<file path="config.mk">
export PLATFORM = sky130hd
export DESIGN_NAME = code_packer
export DESIGN_NICKNAME = d
export VERILOG_FILES = /design/src/rtl/code_packer.sv
export SDC_FILE = /design/constraint.sdc
export NUM_CORES = 1
export LEC_CHECK = 0
export ABC_AREA = 1
export BUFFER_PORTS_ARGS = -buffer_cell sky130_fd_sc_hd__buf_2
export CAP_MARGIN = 20
export CORE_MARGIN = 2
export CORE_UTILIZATION = 40
export CTS_CLUSTER_SIZE = 20
export DETAILED_ROUTE_END_ITERATION = 8
export PLACE_DENSITY = 0.58
export SLEW_MARGIN = 30
export SYNTH_ARGS = -nofsm -noshare
export SYNTH_HDL_FRONTEND = slang
export SYNTH_SLANG_ARGS = --single-unit
</file>
<file path="constraint.sdc">
create_clock -name clk -period 5.6 [get_ports clk]
set_clock_uncertainty 0.2 [all_clocks]
set_input_delay 0.28 -clock clk [delete_from_list [all_inputs] [get_ports clk]]
set_output_delay 0.28 -clock clk [all_outputs]
set_load 0.1 [all_outputs]
</file>
<file path="src/rtl/code_packer.sv">
// Packs a stream of CodeWidth-bit codes LSB-first into bytes, with a small code FIFO and a flush sequence.
// Optional CODE_PACKER_STATS_EN adds a CodeCount output that counts accepted codes.
module code_packer #(
    parameter int CodeWidth = 9,
    parameter int FifoDepth = 4
) (
    input  logic                 clk,
    input  logic                 rst,
    input  logic [CodeWidth-1:0] CodeInput,
    input  logic                 CodeInputReady,
    input  logic                 Flush,
    output logic [7:0]           ByteOutput,
    output logic                 ByteOutputValid,
    input  logic                 ByteOutputAccept,
    output logic                 FlushDone,
    output logic                 Busy,
    output logic                 Overflow
`ifdef CODE_PACKER_STATS_EN
    ,
    output logic [15:0]          CodeCount
`endif
);

    localparam int PtrW = (FifoDepth > 1) ? $clog2(FifoDepth) : 1;
    localparam int CntW = PtrW + 1;
    localparam int AccW = CodeWidth + 7;
    localparam int BitW = $clog2(AccW + 1);

    typedef enum logic [1:0] {
        ST_PACK,
        ST_FLUSH,
        ST_DRAIN
    } state_t;

    logic [CodeWidth-1:0] mem [FifoDepth];
    logic [PtrW-1:0]      wr_ptr;
    logic [PtrW-1:0]      rd_ptr;
    logic [CntW-1:0]      fifo_count;
    logic [AccW-1:0]      acc;
    logic [BitW-1:0]      bit_count;
    state_t               state;
    state_t               next_state;
    logic                 push;
    logic                 pop;
    logic                 out_free;
    logic                 emit;
    logic                 pad_emit;
    logic                 done_set;

    // Fullness uses the registered count, so a same-cycle pop never rescues a push.
    assign push     = CodeInputReady && (fifo_count < CntW'(FifoDepth));
    assign pop      = (bit_count < BitW'(8)) && (fifo_count != '0);
    assign out_free = !ByteOutputValid || ByteOutputAccept;
    assign emit     = (bit_count >= BitW'(8)) && out_free;
    assign Busy     = (fifo_count != '0) || (bit_count != '0) || ByteOutputValid || (state != ST_PACK);

    always_ff @(posedge clk or posedge rst) begin
        if (rst) begin
            state <= ST_PACK;
        end else begin
            state <= next_state;
        end
    end

    // NOTE: every output of this block gets a default first so no latch is inferred.
    always_comb begin
        next_state = state;
        pad_emit   = 1'b0;
        done_set   = 1'b0;
        case (state)
            ST_PACK: begin
                if (Flush) next_state = ST_FLUSH;
            end
            ST_FLUSH: begin
                if ((fifo_count == '0) && (bit_count < BitW'(8)) && out_free) begin
                    pad_emit   = (bit_count != '0);
                    next_state = ST_DRAIN;
                end
            end
            ST_DRAIN: begin
                if (!ByteOutputValid) begin
                    done_set   = 1'b1;
                    next_state = ST_PACK;
                end
            end
            default: next_state = ST_PACK;
        endcase
    end

    // NOTE: FIFO storage is not reset; pointers and count alone define its contents.
    always_ff @(posedge clk) begin
        if (push) mem[wr_ptr] <= CodeInput;
    end

    always_ff @(posedge clk or posedge rst) begin
        if (rst) begin
            wr_ptr     <= '0;
            rd_ptr     <= '0;
            fifo_count <= '0;
        end else begin
            if (push) wr_ptr <= wr_ptr + 1'b1;
            if (pop)  rd_ptr <= rd_ptr + 1'b1;
            case ({push, pop})
                2'b10:   fifo_count <= fifo_count + 1'b1;
                2'b01:   fifo_count <= fifo_count - 1'b1;
                default: fifo_count <= fifo_count;
            endcase
        end
    end

    // Bits above bit_count are always zero, so a pad byte is naturally zero-filled.
    always_ff @(posedge clk or posedge rst) begin
        if (rst) begin
            acc       <= '0;
            bit_count <= '0;
        end else if (pop) begin
            acc       <= acc | (AccW'(mem[rd_ptr]) << bit_count);
            bit_count <= bit_count + BitW'(CodeWidth);
        end else if (emit) begin
            acc       <= acc >> 8;
            bit_count <= bit_count - BitW'(8);
        end else if (pad_emit) begin
            acc       <= '0;
            bit_count <= '0;
        end
    end

    always_ff @(posedge clk or posedge rst) begin
        if (rst) begin
            ByteOutput      <= '0;
            ByteOutputValid <= 1'b0;
            FlushDone       <= 1'b0;
            Overflow        <= 1'b0;
        end else begin
            if (emit || pad_emit) begin
                ByteOutput      <= acc[7:0];
                ByteOutputValid <= 1'b1;
            end else if (ByteOutputAccept) begin
                ByteOutputValid <= 1'b0;
            end
            FlushDone <= done_set;
            if (CodeInputReady && !push) Overflow <= 1'b1;
        end
    end

`ifdef CODE_PACKER_STATS_EN
    always_ff @(posedge clk or posedge rst) begin
        if (rst) begin
            CodeCount <= '0;
        end else if (push) begin
            CodeCount <= CodeCount + 16'd1;
        end
    end
`endif

endmodule

</file>
======== Yosys cells after proc, flatten, opt, wreduce, memory -nomap -nowiden ========
Memories as Yosys holds them, arrays and structs flattened.
Cells that the tools add are included.
cells by class
  add/subtract/negate cells ............... 6
  $lt $le $gt $ge ......................... 3
  equal/unequal tests ..................... 7
  shifts and indexed selects .............. 1
  muxes and demuxes ....................... 19
  bitwise gates (word level) .............. 1
  reductions and logical operators ........ 22
operators with widths
  kind                 number
  $mux 16              3
  $or 16x16->16        1
  $shl 9x5->16         1
  $mux 5               3
  $mux 1               8
  $logic_and 1x1->1    6
  $mux 2               3
  $ne 2x2->1 const B   3
  $pmux 2 s3           1
  $pmux 3 s2           1
  $reduce_bool 2->1    3
  $reduce_bool 3->1    2
  $add 5x4->5 const B  1
  $ge 5x4->1 const B   1
  $logic_or 1x1->1     5
  $lt 5x4->1 const B   1
  $reduce_bool 5->1    1
  $sub 5x4->5 const B  1
  $add 2x1->2 const B  2
  $eq 2x1->1 const B   2
  $eq 2x2->1 const B   2
  $add 3x1->3 const B  1
  $logic_not 3->1      1
  $lt 3x3->1 const B   1
  other kinds (4)      5
storage, ports and cells
  flip-flop bits (word level) ............. 41
  bits in writable memories ............... 36
  bits of input ports ..................... 14
  output and inout bits ................... 12
  word-level logic and storage cells ...... 70
  memories ................................ 1
memory list
  name  words  width  read ports  clocked after Yosys merged registers in  wr ports  line  RTL
  mem   4      9      1           0                                        1         35    logic [CodeWidth-1:0] mem [FifoDepth];

======== Depth between registers and ports, before layout ========
  depth in word-level cells ............... 8
  depth in mapped cells ................... 12
  gate-level depth less buffers ........... 11

======== Worst setup path after synthesis ========
OpenSTA, ideal clock, no wires.
  path type ............................... reg2reg
  start ................................... reg bit_count[3]
  end ..................................... reg fifo_count[2]
  library setup time ...................... 131 ps
  arrival ................................. 2217 ps
  data required time ...................... 5269 ps
  slack ................................... 3053 ps
  stages on the path, launching flop included .. 13
  path buffers ............................ 2
  period minus slack after synthesis ...... 2547 ps
  cell sequence ........................... dfrtp_1 clkbuf_8 inv_1 ha_1 inv_1 nor2_4 buf_4 ha_1 inv_1 fa_1 a21oi_1 o21ai_0 xor2_1
on the way
  cells in the longest elaborated chain, start to end .. 4
  elaborated cells between the ends (all ways) .. 6
  classes of those cells .................. 1 x order compare; 2 x eq/ne; 1 x mux; 2 x reduce/logical
RTL lines
  item                                                    line  RTL
  from (decl)                                             40    logic [BitW-1:0] bit_count;
  from (signal assigned)                                  118   bit_count <= bit_count + BitW'(CodeWidth);
  from (signal assigned)                                  121   bit_count <= bit_count - BitW'(8);
  $lt 5x4->1 *                                            52    assign pop = (bit_count < BitW'(8)) && (fifo_count != '0);
  $logic_and 1x1->1 *                                     52
  net pop                                                 44    logic pop;
  $eq 2x1->1 / $eq 2x2->1 (equally long branches)         103   case ({push, pop})
  $pmux 3 s2 / $reduce_bool 2->1 (equally long branches)  n/a
  to (signal assigned)                                    104   2'b10: fifo_count <= fifo_count + 1'b1;
  to (signal assigned)                                    105   2'b01: fifo_count <= fifo_count - 1'b1;
  to (signal assigned)                                    106   default: fifo_count <= fifo_count;
  to (decl)                                               38    logic [CntW-1:0] fifo_count;
Mark *: on every way through the listed nets, which the timed path passes. The rest lies on a longest branch.
A chain may end at the register's enable or synchronous reset.

======== Worst setup path in the final report ========
  start ................................... reg bit_count[0]
  end ..................................... out Busy
on the way
  cells in the longest elaborated chain, start to end .. 4
RTL lines
  item                           line  RTL
  $reduce_bool 5->1              55    assign Busy = (fifo_count != '0) || (bit_count != '0) || ByteOutputValid || (state != ST_PACK);
  $logic_or 1x1->1 (3 in a row)  55
  to (decl)                      16    output logic Busy,
Every way passes these cells.

==> flow_metrics.tcl <==
set metrics [dict create \
    required_ns 5.12 \
    holdWs_ns 0.0810 \
    syn_area_mm2 0.00388 \
    ys_seq_area_share_pct 54.4 \
    hold_buffers 12 \
    clock_path_buffers 2 \
    num_vias 2748 \
    ys_ff_latch 77 \
    hold_viol_final 0 \
    tightest_slew_ns 0.906 \
    grt_pass1_vias 2652 \
    cts-buffers-inserted 9 \
    h-tree-depth 3 \
    worstPathArrival_ns 2.34 \
    power.leakage_nw 1.97 \
    cts-resized-gates 0 \
    vias_per_cell 4.78 \
    nets 464 \
    regArea_mm2 0.00211 \
    p_per_area_mw_per_mm2 595 \
    avgRoutedWirePerCell_um 13.0 \
    layout_min_cycle_time_ns 2.82 \
    dieArea_mm2 0.0105 \
    hold_class "input port to flop" \
    multiInputGateArea_mm2 0.00149 \
    clkSinkCount 77 \
    portBuffers 25 \
    synth_fp_nets 428 \
    dr.pass1.iters 4 \
    setup_violations 0 \
    ios 26 \
    fmax_ghz 0.354 \
    path_class "flop to output pin" \
    cts_tree "yes" \
    fp.dieW_um 102 \
    grt.overflow.total 0 \
    cp_max_fo 15 \
    outcome "finished, final reports clean" \
    antenna_cells 0 \
    cts_root_buf "clkbuf_8" \
    cts_setup_buffers 0 \
    max-cap-violations 0 \
    syn2layout_area_growth_pct 12.4 \
    drcViolationCount 0 \
    fin_tns_setup_ns 0 \
    synthCells 405 \
    grtUsageTotal_pct 16.3 \
    synth_area_leaders "edfxtp_1 (28%), dfrtp_1 (26%), nand2_1 (12%)" \
    rsz0062_at_grt "no" \
    vdd_drop_max_uv 193 \
    worstSkewPairLatency_ns 0.35 \
    n_fill_cell 906 \
    rows 35 \
    drive_above_1_share_pct 16.8 \
    worst_setup_path_start_kind "flop" \
    grt_pass1_wl_mm 13.0 \
    grt_max_degree 42 \
    avgSynthCellArea_um2 9.57 \
    start_util_pct 41.6 \
    post-route-period-util_pct 50.4 \
    ant_nets 0 \
    synthDistinctLibCells 40 \
    max_slew_margin_pct 39.4 \
    place.gp.congestion 0.986 \
    yosys.area.top_type "edfxtp_1" \
    coreArea_mm2 0.00933 \
    hpwl_mm 5.40 \
    die-height_um 102 \
    wirelength_mm 7.48 \
    drv_slew 0 \
    path_clk_slew_ns 0.09 \
    drt_iter0_drc 163 \
    ys_warn_count 0 \
    synth.top_cell.area_share_pct 27.9 \
    crit_path_end_kind "output pin" \
    antenna_found_initial 0 \
]
## logic make-up after synthesis
kind of cell | synth area share (%)
adders and majority gates | 3.10
DFF | 54.4
AOI/OAI and AO/OA | 5.71
xor gates and xnor gates | 1.13
and+or+nand+nor | 28.4
buffers and inverters | 7.33
## metrics by stage
step / power [mW] / setup WS (ns) / utilization [%] / instances / cell area [um^2]
after floorplan: 1.98 / 3.05 / - / 405 / 3880
after global placement: 2.13 / 2.93 / 43.1 / 547 / 4020
after detailed placement: 2.15 / 2.87 / 43.1 / 547 / 4020
after CTS: 2.62 / 2.75 / 46.7 / 575 / 4360
after global routing: 2.83 / 2.58 / 46.7 / 575 / 4360
final: 2.59 / 2.78 / 46.7 / 575 / 4360
## power breakdown
part / switching (mW) / internal, mW
combinational: 0.871 / 0.368
clock: 0.205 / 0.250
sequential: 0.153 / 0.744
## layer usage
metal,routed length [um],up-vias,track usage (%)
li1,-,1420,-
met1,3640,1286,22.1
met2,3570,34,25.4
met3,184,8,4.31
met4,79,0,5.54
met5,0,-,0
## placed cells by master (no fill, tap or decap), drive strengths merged, types with 2 or more instances in the layout
| cell type | count |
|---|---|
| o211ai | 5 |
| edfxtp | 36 |
| dfrtp | 41 |
| nand3 | 70 |
| xor2 | 4 |
| buf | 26 |
| ha | 8 |
| nand4 | 3 |
| nand2 | 138 |
| clkbuf | 10 |
| a22oi | 4 |
| dlygate4sd3 | 12 |
| inv | 33 |
| nor2 | 23 |
| o221ai | 2 |
| clkinv | 2 |
| clkinvlp | 2 |
| a21oi | 4 |
| bufinv | 2 |
| o31ai | 2 |
| o21ai | 13 |
## cells in the mapped netlist
master	count
nand2_1	127
nand3_1	66
dfrtp_1	41
edfxtp_1	36
inv_1	24
nor2_1	17
ha_1	8
nand2_2	8
inv_2	7
buf_6	6
o21ai_1	6
o211ai_1	5
a22oi_1	4
nand3_2	4
o21ai_0	4
xor2_1	4
a21oi_1	3
clkbuf_8	3
nand4_1	3
nor2_2	3
buf_4	2
nand2_4	2
nor2_4	2
o21ai_2	2
o221ai_1	2
o31ai_1	2
a21o_1	1
a21oi_2	1
and2_1	1
buf_12	1
clkbuf_1	1
fa_1	1
inv_6	1
inv_8	1
nand2_8	1
nor2_8	1
nor3_2	1
o21ai_4	1
o22ai_1	1
xnor2_1	1
## critical path, cell delays in order (launching register included)
cell and delay, ns:
dfrtp_1 0.66, inv_1 0.34, ha_1 0.32, nand3_1 0.13, inv_1 0.05, nand4_1 0.06, buf_2 0.43
## worst paths after layout
kind | startpoint | to | cells past startpoint | slack [ns]
worst max-delay path | bit_count[0] | Busy | 6 | 2.78
min in group asynchronous | rst | wr_ptr[1] | 4 | 0.38
worst min-delay path | ByteOutputAccept | ByteOutputValid | 4 | 0.08
worst min register to register | ByteOutputValid | FlushDone | 1 | 0.25
worst max register to register | bit_count[3] | fifo_count[2] | 10 | 2.88
max in group asynchronous | rst | state[0] | 4 | 4.43
## registers in the layout, indices dropped and copies added (netlist names)
signal,count
ByteOutput,8
rd_ptr,2
state,2
Overflow,1
fifo_count,3
acc,16
FlushDone,1
mem,36
bit_count,5
ByteOutputValid,1
wr_ptr,2
## area by class of cell
cell class / instances / share of cell area (%)
sequential: 77 / 48.3
multi-input combinational: 282 / 34.1
timing repair buffer: 38 / 5.80
tap: 129 / 3.70
inverter: 33 / 3.13
clock buffer: 10 / 2.93
clock inverter: 6 / 2.01
No activity file was read; power rests on OpenSTA's default activity.
